### src/rtl/or1200_keccak_cust5_seq.sv
// l.cust5 command sequencer for the or1200 Keccak extension.
// Packs absorbed GPR words into rate blocks, applies word-granular pad10*1,
// hands full blocks to an external Keccak-f core and serves digest words.
module or1200_keccak_cust5_seq #(
    parameter int DW         = 32,
    parameter int RATE_WORDS = 34,
    parameter int OUT_WORDS  = 16,
    parameter int IDXW       = 6
) (
    input  logic                       clk,
    input  logic                       rst,
    input  logic                       ex_freeze,
    input  logic                       cmd_valid,
    input  logic [4:0]                 cust5_op,
    input  logic [IDXW-1:0]            cust5_limm,
    input  logic [DW-1:0]              opa,
    output logic [DW-1:0]              result,
    output logic                       result_valid,
    output logic                       busy,
    output logic                       perm_req,
    output logic [RATE_WORDS*DW-1:0]   perm_blk,
    input  logic                       perm_ack,
    input  logic [OUT_WORDS*DW-1:0]    perm_state
);

    localparam int CW = $clog2(RATE_WORDS + 1);

    localparam logic [4:0] OP_INIT   = 5'b00000;
    localparam logic [4:0] OP_START  = 5'b00100;
    localparam logic [4:0] OP_MIDDLE = 5'b00010;
    localparam logic [4:0] OP_END    = 5'b00001;
    localparam logic [4:0] OP_STORE  = 5'b01000;

    typedef enum logic [2:0] {S_IDLE, S_ABSORB, S_PERM, S_FINAL, S_DONE} state_t;

    state_t                          state, state_nxt;
    logic [CW-1:0]                   wcnt, wcnt_nxt, wcnt_inc;
    logic [RATE_WORDS-1:0][DW-1:0]   blk, blk_nxt;
    logic [OUT_WORDS-1:0][DW-1:0]    dig, dig_nxt;
    logic                            last, last_nxt;
    logic [DW-1:0]                   result_nxt;
    logic                            rv_nxt;
    logic                            in_perm, acc;

    // req/busy derive from state so a reset drops them without a clock edge
    assign in_perm  = (state == S_PERM) || (state == S_FINAL);
    assign busy     = in_perm;
    assign perm_req = in_perm;
    assign perm_blk = blk;
    assign acc      = cmd_valid & ~ex_freeze & ~busy;
    assign wcnt_inc = wcnt + CW'(1);

    // State, buffers and store result registers
    always_ff @(posedge clk or posedge rst) begin
        if (rst) begin
            state        <= S_IDLE;
            wcnt         <= '0;
            blk          <= '0;
            dig          <= '0;
            last         <= 1'b0;
            result       <= '0;
            result_valid <= 1'b0;
        end else begin
            state        <= state_nxt;
            wcnt         <= wcnt_nxt;
            blk          <= blk_nxt;
            dig          <= dig_nxt;
            last         <= last_nxt;
            result       <= result_nxt;
            result_valid <= rv_nxt;
        end
    end

    // Command decode, absorb/pad datapath and permutation handshake
    always_comb begin
        state_nxt  = state;
        wcnt_nxt   = wcnt;
        blk_nxt    = blk;
        dig_nxt    = dig;
        last_nxt   = last;
        result_nxt = result;
        rv_nxt     = 1'b0;

        case (state)
            S_PERM: begin
                if (perm_ack) begin
                    blk_nxt  = '0;
                    wcnt_nxt = '0;
                    if (last) begin
                        // message ended exactly on a block boundary: all-pad block
                        blk_nxt[0][0]                 = 1'b1;
                        blk_nxt[RATE_WORDS-1][DW-1]   = 1'b1;
                        last_nxt                      = 1'b0;
                        state_nxt                     = S_FINAL;
                    end else begin
                        state_nxt = S_ABSORB;
                    end
                end
            end
            S_FINAL: begin
                if (perm_ack) begin
                    blk_nxt   = '0;
                    wcnt_nxt  = '0;
                    dig_nxt   = perm_state;
                    state_nxt = S_DONE;
                end
            end
            default: begin
                if (acc) begin
                    case (cust5_op)
                        OP_INIT: begin
                            blk_nxt   = '0;
                            dig_nxt   = '0;
                            wcnt_nxt  = '0;
                            last_nxt  = 1'b0;
                            state_nxt = S_IDLE;
                        end
                        OP_START: begin
                            blk_nxt    = '0;
                            blk_nxt[0] = opa;
                            wcnt_nxt   = CW'(1);
                            last_nxt   = 1'b0;
                            state_nxt  = S_ABSORB;
                        end
                        OP_MIDDLE: begin
                            if (state == S_ABSORB) begin
                                for (int i = 0; i < RATE_WORDS; i++)
                                    if (wcnt == CW'(i)) blk_nxt[i] = opa;
                                wcnt_nxt = wcnt_inc;
                                if (wcnt_inc == CW'(RATE_WORDS))
                                    state_nxt = S_PERM;
                            end
                        end
                        OP_END: begin
                            if (state == S_ABSORB) begin
                                for (int i = 0; i < RATE_WORDS; i++)
                                    if (wcnt == CW'(i)) blk_nxt[i] = opa;
                                wcnt_nxt = wcnt_inc;
                                if (wcnt_inc == CW'(RATE_WORDS)) begin
                                    // no room for padding: pad goes in a follow-up block
                                    last_nxt  = 1'b1;
                                    state_nxt = S_PERM;
                                end else begin
                                    // both pad bits may land in the same word
                                    for (int i = 0; i < RATE_WORDS; i++)
                                        if (wcnt_inc == CW'(i)) blk_nxt[i][0] = 1'b1;
                                    blk_nxt[RATE_WORDS-1][DW-1] = 1'b1;
                                    state_nxt = S_FINAL;
                                end
                            end
                        end
                        OP_STORE: begin
                            rv_nxt     = 1'b1;
                            result_nxt = '0;
                            if (state == S_DONE)
                                for (int i = 0; i < OUT_WORDS; i++)
                                    if (cust5_limm == IDXW'(i)) result_nxt = dig[i];
                        end
                        default: ;
                    endcase
                end
            end
        endcase
    end

endmodule
### config.mk
export PLATFORM = sky130hd
export DESIGN_NAME = or1200_keccak_cust5_seq
export DESIGN_NICKNAME = d
export VERILOG_FILES = /design/src/rtl/or1200_keccak_cust5_seq.sv
export SDC_FILE = /design/constraint.sdc
export NUM_CORES = 2
export LEC_CHECK = 0
export CORE_AREA = 2 2 661 663
export CTS_CLUSTER_SIZE = 14
export DETAILED_ROUTE_END_ITERATION = 8
export DIE_AREA = 0 0 663 665
export HOLD_SLACK_MARGIN = 0.1
export PLACE_DENSITY = 0.32
export SKIP_LAST_GASP = 1
export SLEW_MARGIN = 40
export SYNTH_ARGS = -nofsm -noshare
export SYNTH_HDL_FRONTEND = slang
export SYNTH_SLANG_ARGS = --single-unit
### constraint.sdc
create_clock -name clk -period 91.4 [get_ports clk]
set_input_delay 18.28 -clock clk [delete_from_list [all_inputs] [get_ports clk]]
set_output_delay 18.28 -clock clk [all_outputs]
set_load 0.005 [all_outputs]
# Word level (Yosys, flattened, before mapping)
# Index checks and enable logic that the tools add are counted.
# totals
register_bits,1643
in_bits,560
# classes
n_addsub,1
eq_ne,99
mux,156
bitwise,7
n_reduce_logical,22
# ops
op,count
1088-bit 2-to-1 mux,5
1088-bit one-hot mux with 4 select lines,1
1088-bit one-hot mux with 2 select lines,1
32-bit 2-to-1 mux,51
512-bit 2-to-1 mux,3
512-bit one-hot mux with 2 select lines,1
"6-bit by 5-bit equality test with 1-bit output, second input constant",32
"6-bit by 4-bit equality test with 1-bit output, second input constant",24
1-bit 2-to-1 mux,78
"6-bit by 3-bit equality test with 1-bit output, second input constant",12
"6-bit by 2-bit equality test with 1-bit output, second input constant",6
"6-bit equality test, second input constant",5
6-bit 2-to-1 mux,4
"6-bit by 1-bit equality test with 1-bit output, second input constant",3
6-bit zero test,3
3-bit 2-to-1 mux,6
6-bit one-hot mux with 3 select lines,1
"4-bit != test, second input constant",3
3-bit one-hot mux with 4 select lines,1
6-bit AND reduction,2
4-bit AND reduction,2
2-bit nonzero test,4
7-bit AND reduction,1
"6-bit by 1-bit adder with 6-bit output, second input constant",1
other kinds (23),35

# Logic depth before layout (Yosys ltp)
# logic_depth
depth_word,18
depth_mapped,12
depth_no_buf,8

# Least setup slack after synthesis
# No wires, ideal clock.
# synth_path
path_kind,input-to-reg
start,input port cust5_limm[1]
end,register result[0]
setup_ps,135
arrival_ps,20040
required_time_ps,91265
setup_slack_ps,71225
cell_stages,10
n_path_buf,3
path_cell_list,buf_2 -> buf_2 -> buf_2 -> mux2_2 -> a22oi_1 -> nor2_1 -> a2111oi_0 -> o21ai_0 -> a22oi_1 -> o21ai_0
# synth_between
elab_chain_cells,18
word_cells_on_any_way,33
# synth_rtl
item,line,text
from (decl),15,"input logic [IDXW-1:0] cust5_limm,"
6-bit zero test,157,if (cust5_limm == IDXW'(i)) result_nxt = dig[i];
32-bit 2-to-1 mux (15 in series),157,
32-bit 2-to-1 mux *,157,
32-bit 2-to-1 mux *,155,if (state == S_DONE)
to (signal assigned),69,result <= result_nxt;
to (decl),17,"output logic [DW-1:0] result,"
# Every way passes the cells marked *; elsewhere a longest branch is shown, timed or not.
# A chain may end at the register's enable or synchronous reset.

# Final worst setup path
# layout_path
start,input port cust5_op[1]
end,register blk (netlist bit perm_blk[815])
# layout_between
elab_chain_cells,4
word_cells_on_any_way,11
# layout_rtl
item,line,text
from (decl),14,"input logic [4:0] cust5_op,"
5-bit by 1-bit equality test with 1-bit output (tied with other cells),110,case (cust5_op)
1088-bit one-hot mux with 4 select lines,110,
1088-bit 2-to-1 mux,109,if (acc) begin
1088-bit one-hot mux with 2 select lines,84,case (state)
to (signal assigned),66,blk <= blk_nxt;
to (decl),38,"logic [RATE_WORDS-1:0][DW-1:0] blk, blk_nxt;"
# Several ways; a longest one is shown, not always the timed one. The select of a mux whose other input is x is not followed.

==> flow_summary.toml <==
[status]
status = "finished clean"

[detailed_routing]
via_count = 66500
dr.first_iter.drc_count = 5848
firstDrtPassIters = 6
drcViolationCount = 0
drt-total-wl_um = 481400
via_per_inst = 4.336
drtAntennaViolNets = 0
wl_per_cell_um = 31.39

[logic_synthesis]
synthTopCellsByArea = "dfrtp_1, nand2_1, a21oi_1, o21ai_0, clkbuf_1"
synth_seq_cells = 1643
ys_types = 80
synth_fp_nets = 8598
yosysSeqAreaShare_pct = 58.52
synth.avg_cell_area_um2 = 8.747
synth_flop_cell = "dfrtp_1"
synth_edf_count = 0
ys_warn_count = 0
yosys.area.top_type = "dfrtp_1"
netlist_area_mm2 = 0.07026
synthArstFlopShare_pct = 100.0
netlist_instances = 8032
synth_top_area_share_pct = 58.52

[cells_and_area]
final_util_pct = 23.24
final_nets = 9961
fin_area_mm2 = 0.1007
drive_above_1_share_pct = 7.139
stdcell_count = 15340
num-fill-cells = 47210
area_growth_pct = 43.31

[floorplan]
die-area_mm2 = 0.4409
die_w_um = 663
start_util_pct = 16.21
core-area_mm2 = 0.4333
pin_count = 1683
die_h_um = 665
std_cell_rows = 242

[setup_path]
worstSetupPathType = "in -> reg"
reg2reg_slack_ns = 86.50
crit_fanout = 105
rr_endpoint = "perm_blk[815]"
cp.required_ns = 92.20
critPathLaunchType = "input pin"
crit_path_end_kind = "register"
cpPeakStageDelay_ns = 0.63
r2r-start = "state[2]"
cpMaxStageDelayCell = "nor4_4"
critical_path.cell_chain = "clkdlybuf4s50_1 > nor4_4 > a22o_4 > buf_4 > buf_6 > buf_12 > buf_16 > a21oi_1"
cp.arrival_ns = 22.48
reg2regPathDepth = 10

[power]
peakVddDrop_mv = 0.01550
p_leak_uw = 0.03965
p_per_area_mw_per_mm2 = 20.52

[sta]
setup_slack_ns = 69.72
tightest_slew_ns = 0.9917
drv_slew = 0
setup_tns_ns = 0
hold_viol_final = 0
clock_skew_ns = 0.09587
fin_crit_ns = 21.68
rsz0062_at_grt = "no"
finalCritPeriodShare_pct = 23.72
setup_viol = 0
max_freq_ghz = 0.04613
max_slew_margin_pct = 33.19

[global_routing]
first_global_vias = 65390
grt_pass1_wl_um = 637900
grt-ovfl-total = 0
grt_antenna_before_repair = 125
grtUsageTotal_pct = 21.05
grt_max_degree = 134

[hold_path]
holdPathStages = 2
hold_class = "reg -> reg"
min_to = "dig[67]"
hold_start = "dig[67]"

[clock_tree]
cts_hold_buf = 0
cts_buffers = 213
cts_buffer_depth = 4
root_buffer = "clkbuf_16"
cts_num_sinks = 1643
cts_setup_buffers = 0
post_cts_resized = 0
clk_latency_ns = 0.94
tritoncts = "yes"
htreeDepth = 4
clk_pin_slew_ns = 0.06

[place]
gp_congestion = 0.8442
dp_hpwl_um = 352300
placed_cell_area_mm2 = 0.09333
place_inst = 14910
io_buffers = 1682
place_ws_ns = 68.54

[flow_run]
drv_cap = 0
==> cell usage in the layout (no fill, tap or decap), types with 7 or more instances in the layout <==
cell type | synthesis | routed
a21oi_1 | 1120 | 1120
a221oi_1 | 19 | 19
a222oi_1 | 16 | 16
a22o_1 | 38 | 37
a22oi_1 | 65 | 65
a31oi_1 | 9 | 9
and3_1 | 11 | 10
buf_12 | 0 | 8
buf_16 | 0 | 14
buf_2 | 180 | 9
buf_4 | 49 | 146
buf_6 | 2 | 44
buf_8 | 1 | 10
bufinv_16 | 0 | 13
clkbuf_1 | 497 | 60
clkbuf_16 | 0 | 217
clkbuf_8 | 0 | 49
clkdlybuf4s50_1 | 0 | 1649
clkinv_2 | 0 | 20
dfrtp_1 | 1643 | 1643
diode_2 | 0 | 49
inv_1 | 12 | 10
mux2_2 | 12 | 12
mux2i_1 | 22 | 21
mux4_2 | 18 | 18
nand2_1 | 3211 | 3199
nand2_2 | 1 | 7
nand2b_1 | 10 | 8
nand3_1 | 56 | 47
nor2_1 | 132 | 114
nor2_2 | 8 | 16
nor2_4 | 20 | 30
nor2b_1 | 15 | 13
nor3_1 | 18 | 18
o211ai_1 | 16 | 16
o21ai_0 | 642 | 640
o221ai_1 | 40 | 40
o22ai_1 | 21 | 21
o31ai_1 | 11 | 11
==> worst max path at each step <==
stage	cells after the start	to	slack, ns	start
detailed placement	9	dig[375]	68.54	cmd_valid
CTS	9	dig[375]	69.55	cmd_valid
finish	8	perm_blk[815]	69.72	cust5_op[1]
floorplan	1	dig[0]	26.75	rst
global route	8	dig[97]	69.57	rst
global placement	9	dig[313]	68.02	cmd_valid
==> cells in the mapped netlist (all sizes together), types with 18 or more instances <==
| library cell | number |
|---|---|
| a21oi | 1121 |
| a221oi | 19 |
| a22o | 38 |
| a22oi | 65 |
| buf | 235 |
| clkbuf | 497 |
| dfrtp | 1643 |
| mux2i | 22 |
| mux4 | 18 |
| nand2 | 3212 |
| nand3 | 57 |
| nor2 | 160 |
| nor3 | 22 |
| o21ai | 643 |
| o221ai | 40 |
| o22ai | 21 |
==> through the flow <==
stage	hold WS (ns)	power, µW
after CTS	0.4768	2101
after global routing	0.4969	2161
final	0.4705	2066
after global placement	0.4590	1205
after detailed placement	0.4648	1210
after floorplan	0.4422	1032
==> cells by family (layout without fill, tap and decap cells) <==
family,Yosys count,count (layout),synth area share (%)
XOR/XNOR,4,4,0.04987
buffers and inverters,745,2266,4.600
other,0,49,0
AO/OA/AOI/OAI,2060,2060,16.04
AND/OR/NAND/NOR,3522,3522,19.60
multiplexers,52,52,1.083
adder cells (fa/ha/maj),6,6,0.1068
flip-flops,1643,1643,58.52
==> final cells by class <==
cell class / count / area, µm² / share of cell area, %
Multi-Input combinational cell: 5644 / 26340 / 26.16
Clock buffer: 326 / 6330 / 6.287
Timing Repair Buffer: 1880 / 18840 / 18.71
Inverter: 13 / 61.31 / 0.06089
Tap cell: 5734 / 7174 / 7.126
Clock inverter: 47 / 704.4 / 0.6996
Antenna cell: 49 / 122.6 / 0.1218
Sequential cell: 1643 / 41110 / 40.84
==> report_power, final <==
part / switching, µW / internal [µW] / total (µW)
sequential: 61.2 / 805 / 867
combinational: 239 / 85.9 / 325
clock: 364 / 511 / 875
==> routing by layer <==
metal	wire length, µm	track usage, %
met5	215	0
met4	27780	10.74
met1	188300	24.65
met3	25760	3.924
met2	239400	36.62
==> registers in the layout, indices dropped and copies added (netlist names) <==
register      count
wcnt              6
last              1
dig             512
result           32
result_valid      1
state             3
perm_blk       1088
==> worst max-delay path: cells and delay by family <==
family                 cells  cell delay, ns
AND/OR/NAND/NOR            1            0.63
buffers and inverters      5            2.63
AO/OA/AOI/OAI              2            0.64
No activity file was read; power rests on OpenSTA's default activity.
